**src/rtl/vga_pkg.sv**
```systemverilog
// Shared types and default 640x480@60 raster timing for the VGA timing path.
// Contents: pixel coordinate / frame counter types, the sync bundle carried
// through the output delay line, its inactive value, and a window-compare helper.
package vga_pkg;

    localparam int unsigned COORD_W     = 11;
    localparam int unsigned FRAME_CNT_W = 16;
    localparam int unsigned COORD_MAX   = (1 << COORD_W) - 1;

    typedef logic [COORD_W-1:0]     pixel_coord_t;
    typedef logic [FRAME_CNT_W-1:0] frame_cnt_t;

    // Default 640x480@60 timing
    localparam int unsigned DEF_H_VISIBLE  = 640;
    localparam int unsigned DEF_H_FP       = 16;
    localparam int unsigned DEF_H_SYNC     = 96;
    localparam int unsigned DEF_H_BP       = 48;
    localparam int unsigned DEF_V_VISIBLE  = 480;
    localparam int unsigned DEF_V_FP       = 10;
    localparam int unsigned DEF_V_SYNC     = 2;
    localparam int unsigned DEF_V_BP       = 33;
    localparam int unsigned DEF_PIPE_DELAY = 1;

    localparam int unsigned PIPE_DELAY_MIN = 1;
    localparam int unsigned PIPE_DELAY_MAX = 4;

    // Signals that must stay mutually aligned through the output pipeline
    typedef struct packed {
        logic hsN;
        logic vsN;
        logic de;
        logic sof;
    } sync_bundle_t;

    // Value every delay stage holds while in reset (syncs deasserted)
    localparam sync_bundle_t SYNC_IDLE = '{hsN: 1'b1, vsN: 1'b1, de: 1'b0, sof: 1'b0};

    // Inclusive range test on a coordinate
    function automatic logic in_window(input pixel_coord_t v,
                                       input pixel_coord_t lo,
                                       input pixel_coord_t hi);
        return (v >= lo) && (v <= hi);
    endfunction

endpackage

```
**src/rtl/vga_timing_gen_if.sv**
```systemverilog
// Raster timing bus from the timing generator to the drawers and VGA output.
// Signals: pixelX/pixelY (live counters), displayEn, hsyncN, vsyncN,
// startOfFrame (pipeline-delayed), frameCount (completed frames).
// master = timing generator (drives all), slave = consumers.
interface vga_timing_gen_if;
    import vga_pkg::*;

    pixel_coord_t pixelX;
    pixel_coord_t pixelY;
    logic         displayEn;
    logic         hsyncN;
    logic         vsyncN;
    logic         startOfFrame;
    frame_cnt_t   frameCount;

    modport master (
        output pixelX,
        output pixelY,
        output displayEn,
        output hsyncN,
        output vsyncN,
        output startOfFrame,
        output frameCount
    );

    modport slave (
        input pixelX,
        input pixelY,
        input displayEn,
        input hsyncN,
        input vsyncN,
        input startOfFrame,
        input frameCount
    );

endinterface

```
**src/rtl/vga_sync_delay.sv**
```systemverilog
// DEPTH-stage shift register for the sync bundle so hsync/vsync/enable/SOF
// leave together, aligned with the registered pixel colour.
// Ports: clk, resetN (async active-low, loads SYNC_IDLE into every stage),
// din (raw bundle), dout (bundle delayed by exactly DEPTH clocks).
module vga_sync_delay
    import vga_pkg::*;
#(
    parameter int unsigned DEPTH = 1
) (
    input  logic         clk,
    input  logic         resetN,
    input  sync_bundle_t din,
    output sync_bundle_t dout
);

    sync_bundle_t stages [DEPTH];

    // Shift chain; reset clears every stage so no partial sync pulse survives
    always_ff @(posedge clk or negedge resetN) begin
        if (!resetN) begin
            for (int i = 0; i < int'(DEPTH); i++) begin
                stages[i] <= SYNC_IDLE;
            end
        end else begin
            stages[0] <= din;
            for (int i = 1; i < int'(DEPTH); i++) begin
                stages[i] <= stages[i-1];
            end
        end
    end

    assign dout = stages[DEPTH-1];

endmodule

```
**src/rtl/vga_timing_gen.sv**
```systemverilog
// Free-running VGA raster timing source.
// Ports: clk (pixel clock), resetN (async active-low), vga (master modport:
// pixelX/pixelY live counters, displayEn/hsyncN/vsyncN/startOfFrame delayed
// by PIPE_DELAY clocks, frameCount).
// Optional feature: define VGA_FRAME_CNT_EN to count completed frames on
// frameCount; otherwise frameCount is a constant zero and no flops exist.
module vga_timing_gen
    import vga_pkg::*;
#(
    parameter int unsigned H_VISIBLE  = DEF_H_VISIBLE,
    parameter int unsigned H_FP       = DEF_H_FP,
    parameter int unsigned H_SYNC     = DEF_H_SYNC,
    parameter int unsigned H_BP       = DEF_H_BP,
    parameter int unsigned V_VISIBLE  = DEF_V_VISIBLE,
    parameter int unsigned V_FP       = DEF_V_FP,
    parameter int unsigned V_SYNC     = DEF_V_SYNC,
    parameter int unsigned V_BP       = DEF_V_BP,
    parameter int unsigned PIPE_DELAY = DEF_PIPE_DELAY
) (
    input  logic              clk,
    input  logic              resetN,
    vga_timing_gen_if.master  vga
);

    localparam int unsigned H_TOTAL = H_VISIBLE + H_FP + H_SYNC + H_BP;
    localparam int unsigned V_TOTAL = V_VISIBLE + V_FP + V_SYNC + V_BP;

    // Compare constants, truncated to the counter width
    localparam pixel_coord_t H_LAST    = pixel_coord_t'(H_TOTAL - 1);
    localparam pixel_coord_t V_LAST    = pixel_coord_t'(V_TOTAL - 1);
    localparam pixel_coord_t H_VIS_END = pixel_coord_t'(H_VISIBLE);
    localparam pixel_coord_t V_VIS_END = pixel_coord_t'(V_VISIBLE);
    localparam pixel_coord_t H_SYNC_LO = pixel_coord_t'(H_VISIBLE + H_FP);
    localparam pixel_coord_t H_SYNC_HI = pixel_coord_t'(H_VISIBLE + H_FP + H_SYNC - 1);
    localparam pixel_coord_t V_SYNC_LO = pixel_coord_t'(V_VISIBLE + V_FP);
    localparam pixel_coord_t V_SYNC_HI = pixel_coord_t'(V_VISIBLE + V_FP + V_SYNC - 1);

    // Reject parameter sets the 11-bit counters or the delay line cannot hold
    if (H_TOTAL > COORD_MAX || V_TOTAL > COORD_MAX) begin : g_bad_total
        $error("vga_timing_gen: H_TOTAL/V_TOTAL exceed 11-bit counter range");
    end
    if (PIPE_DELAY < PIPE_DELAY_MIN || PIPE_DELAY > PIPE_DELAY_MAX) begin : g_bad_delay
        $error("vga_timing_gen: PIPE_DELAY must be within 1..4");
    end

    pixel_coord_t h_cnt;
    pixel_coord_t v_cnt;
    logic         line_end;
    logic         frame_end;
    sync_bundle_t raw_bundle;
    sync_bundle_t dly_bundle;

    assign line_end  = (h_cnt == H_LAST);
    assign frame_end = line_end && (v_cnt == V_LAST);

    // Pixel/line counters; both wrap on the same edge at the frame corner
    always_ff @(posedge clk or negedge resetN) begin
        if (!resetN) begin
            h_cnt <= '0;
            v_cnt <= '0;
        end else if (line_end) begin
            h_cnt <= '0;
            v_cnt <= frame_end ? '0 : v_cnt + pixel_coord_t'(1);
        end else begin
            h_cnt <= h_cnt + pixel_coord_t'(1);
        end
    end

    // Raw timing flags decoded from the current counter values
    always_comb begin
        raw_bundle     = SYNC_IDLE;
        raw_bundle.hsN = ~in_window(h_cnt, H_SYNC_LO, H_SYNC_HI);
        raw_bundle.vsN = ~in_window(v_cnt, V_SYNC_LO, V_SYNC_HI);
        raw_bundle.de  = (h_cnt < H_VIS_END) && (v_cnt < V_VIS_END);
        raw_bundle.sof = (h_cnt == '0) && (v_cnt == '0);
    end

    // Matches the colour pipeline latency so syncs stay aligned with BG_RGB
    vga_sync_delay #(
        .DEPTH (PIPE_DELAY)
    ) u_sync_delay (
        .clk    (clk),
        .resetN (resetN),
        .din    (raw_bundle),
        .dout   (dly_bundle)
    );

`ifdef VGA_FRAME_CNT_EN
    frame_cnt_t frame_cnt;

    // Counts on the counter wrap itself, not on the delayed startOfFrame
    always_ff @(posedge clk or negedge resetN) begin
        if (!resetN) begin
            frame_cnt <= '0;
        end else if (frame_end) begin
            frame_cnt <= frame_cnt + frame_cnt_t'(1);
        end
    end

    assign vga.frameCount = frame_cnt;
`else
    assign vga.frameCount = '0;
`endif

    assign vga.pixelX       = h_cnt;
    assign vga.pixelY       = v_cnt;
    assign vga.hsyncN       = dly_bundle.hsN;
    assign vga.vsyncN       = dly_bundle.vsN;
    assign vga.displayEn    = dly_bundle.de;
    assign vga.startOfFrame = dly_bundle.sof;

endmodule

```
**src/flat_wrapper.sv**
```systemverilog
// flat-port wrapper written by rule: the top's interface ports become plain ports
module vga_timing_gen_flat import vga_pkg::*;
#(
    parameter int unsigned H_VISIBLE  = DEF_H_VISIBLE,
    parameter int unsigned H_FP       = DEF_H_FP,
    parameter int unsigned H_SYNC     = DEF_H_SYNC,
    parameter int unsigned H_BP       = DEF_H_BP,
    parameter int unsigned V_VISIBLE  = DEF_V_VISIBLE,
    parameter int unsigned V_FP       = DEF_V_FP,
    parameter int unsigned V_SYNC     = DEF_V_SYNC,
    parameter int unsigned V_BP       = DEF_V_BP,
    parameter int unsigned PIPE_DELAY = DEF_PIPE_DELAY
)
  (clk, resetN, vga_pixelX, vga_pixelY, vga_displayEn, vga_hsyncN, vga_vsyncN, vga_startOfFrame, vga_frameCount);
  vga_timing_gen_if vga_i ();
  input  logic clk;
  input  logic resetN;
  output wire logic [$bits(vga_i.pixelX)-1:0] vga_pixelX;
  output wire logic [$bits(vga_i.pixelY)-1:0] vga_pixelY;
  output wire logic [$bits(vga_i.displayEn)-1:0] vga_displayEn;
  output wire logic [$bits(vga_i.hsyncN)-1:0] vga_hsyncN;
  output wire logic [$bits(vga_i.vsyncN)-1:0] vga_vsyncN;
  output wire logic [$bits(vga_i.startOfFrame)-1:0] vga_startOfFrame;
  output wire logic [$bits(vga_i.frameCount)-1:0] vga_frameCount;
  assign vga_pixelX = vga_i.pixelX;
  assign vga_pixelY = vga_i.pixelY;
  assign vga_displayEn = vga_i.displayEn;
  assign vga_hsyncN = vga_i.hsyncN;
  assign vga_vsyncN = vga_i.vsyncN;
  assign vga_startOfFrame = vga_i.startOfFrame;
  assign vga_frameCount = vga_i.frameCount;
  vga_timing_gen #(.H_VISIBLE(H_VISIBLE), .H_FP(H_FP), .H_SYNC(H_SYNC), .H_BP(H_BP), .V_VISIBLE(V_VISIBLE), .V_FP(V_FP), .V_SYNC(V_SYNC), .V_BP(V_BP), .PIPE_DELAY(PIPE_DELAY)) u_core (.clk(clk), .resetN(resetN), .vga(vga_i));
endmodule
```
**config.mk**
```make
export PLATFORM = sky130hd
export DESIGN_NAME = vga_timing_gen_flat
export DESIGN_NICKNAME = d
export VERILOG_FILES = /design/src/rtl/vga_pkg.sv /design/src/rtl/vga_timing_gen_if.sv /design/src/rtl/vga_sync_delay.sv /design/src/rtl/vga_timing_gen.sv /design/src/flat_wrapper.sv
export SDC_FILE = /design/constraint.sdc
export NUM_CORES = 1
export LEC_CHECK = 0
export ABC_AREA = 1
export BUFFER_PORTS_ARGS = -buffer_cell sky130_fd_sc_hd__buf_2
export CAP_MARGIN = 15
export CORE_ASPECT_RATIO = 0.75
export CORE_MARGIN = 5
export CORE_UTILIZATION = 58
export CTS_BUF_LIST = sky130_fd_sc_hd__clkbuf_4
export DETAILED_ROUTE_END_ITERATION = 8
export PLACE_DENSITY = 0.87
export SYNTH_ARGS = -nofsm -noshare
export SYNTH_HDL_FRONTEND = slang
export SYNTH_SLANG_ARGS = --single-unit
```
**constraint.sdc**
```tcl
create_clock -name clk -period 3.2 [get_ports clk]
set_clock_uncertainty 0.05 [all_clocks]
set_input_delay 0.16 -clock clk [delete_from_list [all_inputs] [get_ports clk]]
set_output_delay 0.16 -clock clk [all_outputs]
set_load 0.05 [all_outputs]
```
# [Yosys cells after proc, flatten, opt, wreduce, memory -nomap -nowiden]
# Index checks and enable logic that the tools add are counted.
[totals] out_inout_bits=42 in_bits=2 regBits=26 elab_cells=27
[classes] n_addsub=2 bitwise_logic=2 reduce_logical=7 order_cmp=6 n_mux=2 eq_ne=2
[ops] op="adder 11 x 1 -> 11 bit, second input constant" n=2
[ops] op="== test 11 x 10 -> 1 bit, second input constant" n=2
[ops] op="logical NOT 11 bit" n=2
[ops] op="two-way mux 11 bit" n=2
[ops] op="greater-or-equal comparator 11 x 10 -> 1 bit, second input constant" n=1
[ops] op="greater-or-equal comparator 11 x 9 -> 1 bit, second input constant" n=1
[ops] op="less-or-equal comparator 11 x 10 -> 1 bit, second input constant" n=1
[ops] op="less-or-equal comparator 11 x 9 -> 1 bit, second input constant" n=1
[ops] op="less-than comparator 11 x 10 -> 1 bit, second input constant" n=1
[ops] op="less-than comparator 11 x 9 -> 1 bit, second input constant" n=1
[ops] op="logical AND 1 bit" n=5
[ops] op="NOT 1 bit" n=2

# [Logic depth before layout (Yosys ltp)]
# Gate-level depths: netlist of the first run.
[logic_depth] ltp_word=3 depth_mapped=10 depth_no_buf=9

# [Modules after synthesis]
# Synthesis of the first run repeated with hierarchy kept, for this count alone.
[unflattened] hier_cells=224 hier_area_um2=1645.3
[by_module_without_submodules] module="vga_timing_gen" n_inst=1 area_per_inst_um2=1542.7 cells_each=220 seq_area_each_um2=550.5
[by_module_without_submodules] module="vga_sync_delay" n_inst=1 area_per_inst_um2=102.6 cells_each=4 seq_area_each_um2=102.6

# [Least setup slack after synthesis of the first run]
# Ideal clock, no wire load.
[synth_path] kind="reg-to-reg" from="reg u_core.h_cnt[0], in the netlist u_core.vga.pixelX[0]" to="reg u_core.v_cnt[6], in the netlist u_core.vga.pixelY[6]" setup_time_ns=0.123 path_slack_ns=1.395 path_stages_with_launch=10 synth_period_minus_slack_ns=1.805 required_time_ns=3.027 arrival_time_ns=1.632 path_buffers=1 cell_sequence="dfrtp_1 ha_1 nand2_1 inv_2 nand3_2 inv_1 nand2_4 buf_6 o21ai_1 nand2_1"
[synth_between] elab_chain_cells=3
[synth_lines] element="from (decl)" line="vga_timing_gen.sv:46" rtl="pixel_coord_t h_cnt;"
[synth_lines] element="from (signal assigned)" line="vga_timing_gen.sv:65" rtl="h_cnt <= h_cnt + pixel_coord_t'(1);"
[synth_lines] element="== test 11 x 10 -> 1 bit *" line="vga_timing_gen.sv:53" rtl="assign line_end = (h_cnt == H_LAST);"
[synth_lines] element="logical AND 1 bit" line="vga_timing_gen.sv:54" rtl="assign frame_end = line_end && (v_cnt == V_LAST);"
[synth_lines] element="two-way mux 11 bit" line="vga_timing_gen.sv:63" rtl="v_cnt <= frame_end ? '0 : v_cnt + pixel_coord_t'(1);"
[synth_lines] element="to (signal assigned)" line="vga_timing_gen.sv:63"
[synth_lines] element="to (decl)" line="vga_timing_gen.sv:47" rtl="pixel_coord_t v_cnt;"
# Mark *: on every way between the ends. The rest lies on a longest branch, timed or not.
# A chain may end at the register's enable or synchronous reset.

# [Worst setup path after layout of the first run]
[layout_path] from="reg u_core.h_cnt[0], in the netlist u_core.vga.pixelX[0]" to="reg u_core.v_cnt[1], in the netlist u_core.vga.pixelY[1]"
# The elaborated chain is that of the path after synthesis.

==> flow_summary.yaml, run 1 <==
yosys:
  async_flop_share: 1.00
  synth_top_area_frac: 0.370
  synth_common_cells: "48 x nand2_1, 28 x inv_1, 24 x dfrtp_1"
  syn_avg_cell_area_sq_um: 7.59
  syn_inst: 214
  ys_types: 29
  synth-edff-count: 0
  synth-seq-area-share: 0.402
  synth_area_leaders: "dfrtp_1 37%, nand2_1 11%, buf_4 7.4%"
  synth_top_area_cell: "dfrtp_1"
  synth_warnings: 0
  ys.flop_type: "dfrtp_1"
  syn-cell-area_sq_um: 1630
  synth_most_common_cell: "nand2_1"
  synth-seq-cells: 26
job:
  max_cap_viol_count: 0
timing:
  final.setup.tns_ns: 0
  tightest_slew_ns: 0.579
  slew_headroom: 0.614
  finalSetupViolations: 0
  rsz0062_at_grt: "no"
  fin_ws_ns: 1.62
  period_needed_ns: 1.58
  fmax_mhz: 632
  maxSlewViolCount: 0
  post-route-period-util: 0.494
  hold_ws_ns: 0.284
  hold_violations: 0
critical_path:
  cp_slowest_cell: "dfrtp_1"
  cp.required_ns: 3.40
  cp_max_fo: 17
  worst_setup_path_start_kind: "flip-flop"
  cp-end-kind: "flip-flop"
  worst-setup-path-type: "reg -> reg"
  path_cells: "ha_1, nand2_1, inv_2, nand3_2, inv_1, nand2_4, inv_6, nand3_1, o21ai_0"
  critical_path.max_stage_delay_ns: 0.43
  worst_ep_arrival_time_ns: 1.78
final_layout:
  utilization: 0.673
  syn2layout_area_growth_pct: 9.39
  nets: 250
  drive_gt1_frac: 0.193
  diodes: 0
  fillCellCount: 237
routing:
  routedWlPerCell_um: 12.5
  drc: 0
  vias_per_cell: 5.20
  antenna_left: 0
  first_iter_violations: 94
  vias: 1452
  drt_wl_total_mm: 3.49
  dr.pass1.iters: 4
floorplanning:
  floorplan.initialDensity: 0.615
  die_w_um: 71.1
  core_area_sq_um: 2640
  dieArea_sq_um: 3970
  die_y_um: 55.8
  ioPinCount: 44
  rows: 16
clocking:
  post-cts-setup-buffer-count: 0
  clock_path_buffers: 2
  numCtsBuffers: 3
  clk_pin_slew_ns: 0.15
  h-tree-depth: 1
  cts_resized: 0
  clock-sinks: 26
  clk_latency_ns: 0.33
  cts_tree: "built"
  cts_root_buffer: "clkbuf_4"
pwr:
  peakVddDrop_v: 0.000236
  cellPowerDensity_nw_per_um2: 341
  p_leak_nw: 0.991
grt:
  grt_usage: 0.190
  grt-ovfl-total: 0
  grt_pass1_vias: 1363
  grt_pass1_wl_mm: 6.23
  antenna_found_initial: 0
  grt_max_degree: 27
placement:
  portBuffers: 27
  post-place-ws_ns: 1.68
  hpwl_mm: 2.64
  gp_congestion: 0.957
outcome:
  outcome: "finished, final reports clean"
hold_path:
  hp-class: "in -> async"
==> state kept, by name (all words and copies together), names as in the netlist <==
name,cells
u_core.vga.pixelY,11
u_core.vga.pixelX,11
u_core.u_sync_delay.dout,4
==> power by group <==
part | total, mW | switching (mW) | internal [mW]
clock | 0.229 | 0.103 | 0.127
combinational | 0.0485 | 0.0473 | 0.00123
sequential | 0.329 | 0 | 0.329
total | 0.607 | 0.150 | 0.457
==> final cells by class <==
class,instances,area [sq um],area share
clock buffer,3,22.5,0.0127
inverter,32,125,0.0704
tap,36,45.0,0.0253
clock inverter,1,30.0,0.0169
sequential,26,653,0.367
timing repair buffer,28,145,0.0816
multi-input combinational,153,757,0.426
==> cell families (layout without fill, tap and decap cells) <==
logic type               Yosys count  count (layout)  synth area share
XOR/XNOR                           3               3            0.0162
AND/OR/NAND/NOR                  115             115             0.333
other                              1              16           0.00231
AO/OA/AOI/OAI                     15              15            0.0485
flip-flops                        26              26             0.402
buffers and inverters             50              64             0.167
adder cells (fa/ha/maj)            4               4            0.0308
==> repair_timing <==
item / 4_1_cts / 5_1_grt
hold endpoints to repair: 24 / 0
setup endpoints to repair: 0 / 0
hold buffers: 1 / 0
==> critical path, delay by kind of cell, from the launching register on <==
family	cells	cell delay, ns
and+or+nand+nor	4	0.37
AOI/OAI and AO/OA	1	0.09
DFF	1	0.43
buffers and inverters	3	0.34
adders and majority gates	1	0.21
==> metrics by stage <==
step	instances	area [sq um]	total power, mW
floorplan	229	1680	0.391
global placement	274	1720	0.382
detailed placement	274	1720	0.382
CTS	279	1780	0.609
global route	279	1780	0.631
finish	279	1780	0.607
==> placed cells by master, fill, tap and decap left out, drive strengths merged, types with 2 or more instances in the layout <==
| cell type | Yosys | routed |
|---|---|---|
| a21oi | 6 | 6 |
| buf | 18 | 27 |
| clkbuf | 0 | 3 |
| conb | 1 | 16 |
| dfrtp | 24 | 24 |
| dfstp | 2 | 2 |
| ha | 4 | 4 |
| inv | 32 | 32 |
| nand2 | 51 | 51 |
| nand3 | 18 | 18 |
| nand3b | 4 | 4 |
| nand4 | 6 | 6 |
| nor2 | 28 | 28 |
| nor3 | 6 | 6 |
| nor4 | 2 | 2 |
| o21ai | 8 | 8 |
| xor2 | 2 | 2 |
==> per-layer routing <==
layer | global-route usage | part of all wire | up-vias | wire length [um]
met5 | 0 | 0 | - | 0
met4 | 0.0349 | 0.0046 | 0 | 16
met3 | 0.0596 | 0.087 | 4 | 304
met2 | 0.291 | 0.43 | 56 | 1500
met1 | 0.266 | 0.48 | 687 | 1680
li1 | - | - | 705 | -
==> final timing paths <==
check	start	end	slack, ns	depth (start not counted)
worst max register to register	u_core.vga.pixelX[0]	u_core.vga.pixelY[1]	1.62	9
worst min-delay path	resetN	u_core.vga.pixelX[7]	0.28	2
worst max-delay path	u_core.vga.pixelX[0]	u_core.vga.pixelY[1]	1.62	9
max in group asynchronous	resetN	u_core.vga.pixelX[1]	2.43	2
worst min register to register	u_core.vga.pixelX[0]	u_core.vga.pixelX[0]	0.47	1
min in group clk	u_core.vga.pixelX[0]	u_core.vga.pixelX[0]	0.47	1
No activity file was read; power rests on OpenSTA's default activity.
==> inputs of run 2 (changes only) <==
--- a/config.mk
+++ b/config.mk
@@ -10,10 +10,10 @@
 export CAP_MARGIN = 15
 export CORE_ASPECT_RATIO = 0.75
 export CORE_MARGIN = 5
-export CORE_UTILIZATION = 58
+export CORE_UTILIZATION = 49
 export CTS_BUF_LIST = sky130_fd_sc_hd__clkbuf_4
 export DETAILED_ROUTE_END_ITERATION = 8
-export PLACE_DENSITY = 0.87
+export PLACE_DENSITY = 0.78
 export SYNTH_ARGS = -nofsm -noshare
 export SYNTH_HDL_FRONTEND = slang
 export SYNTH_SLANG_ARGS = --single-unit
==> constraint.sdc (replaced) <==
create_clock -name clk -period 1.4 [get_ports clk]
set_clock_uncertainty 0.05 [all_clocks]
set_input_delay 0.07 -clock clk [delete_from_list [all_inputs] [get_ports clk]]
set_output_delay 0.07 -clock clk [all_outputs]
set_load 0.05 [all_outputs]
==> flow_summary.yaml, run 2 (synthesis results as in run 1) <==
final_layout:
  nets: 269
  drive_gt1_frac: 0.401
  final_cell_mix: "45 x nand2_1, 27 x buf_2, 25 x inv_1"
  final_cell_area_sq_um: 2110
  fillCellCount: 277
  layout_commonest_cell: "nand2_1"
  syn2layout_area_growth_pct: 29.6
  diodes: 0
critical_path:
  worst-setup-path-type: "reg -> reg"
  cp-end-kind: "flip-flop"
  ff2ff_path_depth: 9
  worst_setup_path_start_kind: "flip-flop"
  reg2reg_slack_ns: 0.01
  cp_slowest_cell: "dfrtp_2"
  path_cells: "ha_4, nand2_2, inv_4, nand3_4, inv_4, nand2_8, clkinv_8, nand3b_1, nand2_1"
  worst_ep_arrival_time_ns: 1.57
  r2r_start: "u_core.vga.pixelX[0]"
  worst_r2r_endpoint: "u_core.vga.pixelY[4]"
  cp.required_ns: 1.59
  crit_path_start: "u_core.vga.pixelX[0]"
  critical_path.max_stage_delay_ns: 0.46
  cp_max_fo: 9
  critPathMostFrequentCell: "inv_4"
pwr:
  sw_frac_of_total: 0.251
  comb_power_share: 0.080
  peakVddDrop_v: 0.000535
  clockPowerShare: 0.381
  share_seq_of_total_power: 0.539
  p_leak_nw: 1.08
  cellPowerDensity_nw_per_um2: 662
  switchingPower_uw: 350
  intPower_mw: 1.04
hold_path:
  hp-class: "in -> async"
timing:
  post-route-period-util: 0.991
  maxSlewViolCount: 0
  rsz0062_at_grt: "yes"
  tightest_slew_ns: 0.594
  hold_ws_ns: 0.189
  slew_headroom: 0.604
  finalSetupViolations: 0
  hold_violations: 0
  fmax_mhz: 721
  period_needed_ns: 1.39
  final.setup.tns_ns: 0
clocking:
  numCtsBuffers: 3
  cts_root_buffer: "clkbuf_4"
  cts_tree: "built"
  clock-sinks: 26
  h-tree-depth: 1
  clk_latency_ns: 0.34
  clock_path_buffers: 2
  clk_pin_slew_ns: 0.15
routing:
  vias: 1563
  first_iter_violations: 155
  drc: 0
  drt_wl_total_mm: 4.22
  vias_per_cell: 5.18
  antenna_left: 0
  routedWlPerCell_um: 14.0
  dr.pass1.iters: 4
floorplanning:
  die_y_um: 59.9
  ioPinCount: 44
  rows: 18
  dieArea_sq_um: 4580
  floorplan.initialDensity: 0.501
  core_area_sq_um: 3240
  die_w_um: 76.5
grt:
  grt_max_degree: 27
  grt_pass1_vias: 1379
  grt_pass1_wl_mm: 6.62
  grt-ovfl-total: 0
  grt_usage: 0.181
  antenna_found_initial: 0
job:
  max_cap_viol_count: 0
outcome:
  outcome: "finished, final reports clean"
placement:
  place_area_sq_um: 1880
  gp_congestion: 0.941
  portBuffers: 27
  hpwl_mm: 2.94
-- run 2: cell types whose count changed in the layout (fill, tap and decap cells not counted), sizes merged --
cell / delta
nand2: +1
clkinv: +1
buf: +17
-- run 2: layout make-up --
cell class,count,area (sq um),area share
flip-flops and latches,26,668,0.317
clock inverters,1,30.0,0.0143
well taps,40,50.0,0.0238
multi-input cells,154,912,0.433
repair buffers,45,273,0.129
repair inverters,1,8.76,0.00416
inverters,32,143,0.0677
clock buffers,3,22.5,0.0107
-- run 2: repair_timing --
| action | CTS | global route |
|---|---|---|
| endpoints found under the setup margin | 9 | 14 |
| hold buffers | 1 | 0 |
| buffers inserted | 2 | 4 |
| endpoints found under the hold margin | 24 | 0 |
| gates resized for setup | 3 | 24 |
| gates cloned | 1 | 1 |
| pin swaps | 0 | 7 |
-- run 2: worst max-delay path: cells and delay by family (launching register included) --
family,cells,cell delay [ns]
simple gates,5,0.40
fa+ha+maj,1,0.17
flops,1,0.46
buf+inv,3,0.20
-- run 2: per-stage QoR --
step | power (mW) | instances | utilization | setup WS, ns
after global placement | 0.874 | 289 | 0.581 | 0.0410
final | 1.39 | 302 | 0.650 | 0.0131
after detailed placement | 0.874 | 289 | 0.581 | -0.0244
after CTS | 1.41 | 297 | 0.611 | 0.00996
after global routing | 1.44 | 302 | 0.650 | -0.0577
after floorplan | 0.893 | 229 | - | -0.141
-- run 2: power by group through the flow --
stage	clock [mW]	combinational, mW	sequential [mW]
final	0.531	0.111	0.751
after global routing	0.574	0.118	0.752
after CTS	0.543	0.111	0.751
after detailed placement	0	0.109	0.765
after global placement	0	0.109	0.765
after floorplan	0	0.128	0.765
-- run 2: worst max path at each step --
stage                     cells past startpoint  slack (ns)                    to
after global placement                        6        0.04  u_core.vga.pixelY[4]
after global routing                          7       -0.06  u_core.vga.pixelY[6]
after CTS                                     9        0.01  u_core.vga.pixelY[1]
final                                         9        0.01  u_core.vga.pixelY[4]
after floorplan                               9       -0.14  u_core.vga.pixelY[6]
after detailed placement                      9       -0.02  u_core.vga.pixelY[0]
-- run 2: metal layers --
layer,GRT usage,wire [um]
met5,0,0
met4,0.0374,65
met3,0.0467,423
met1,0.257,1830
met2,0.282,1910
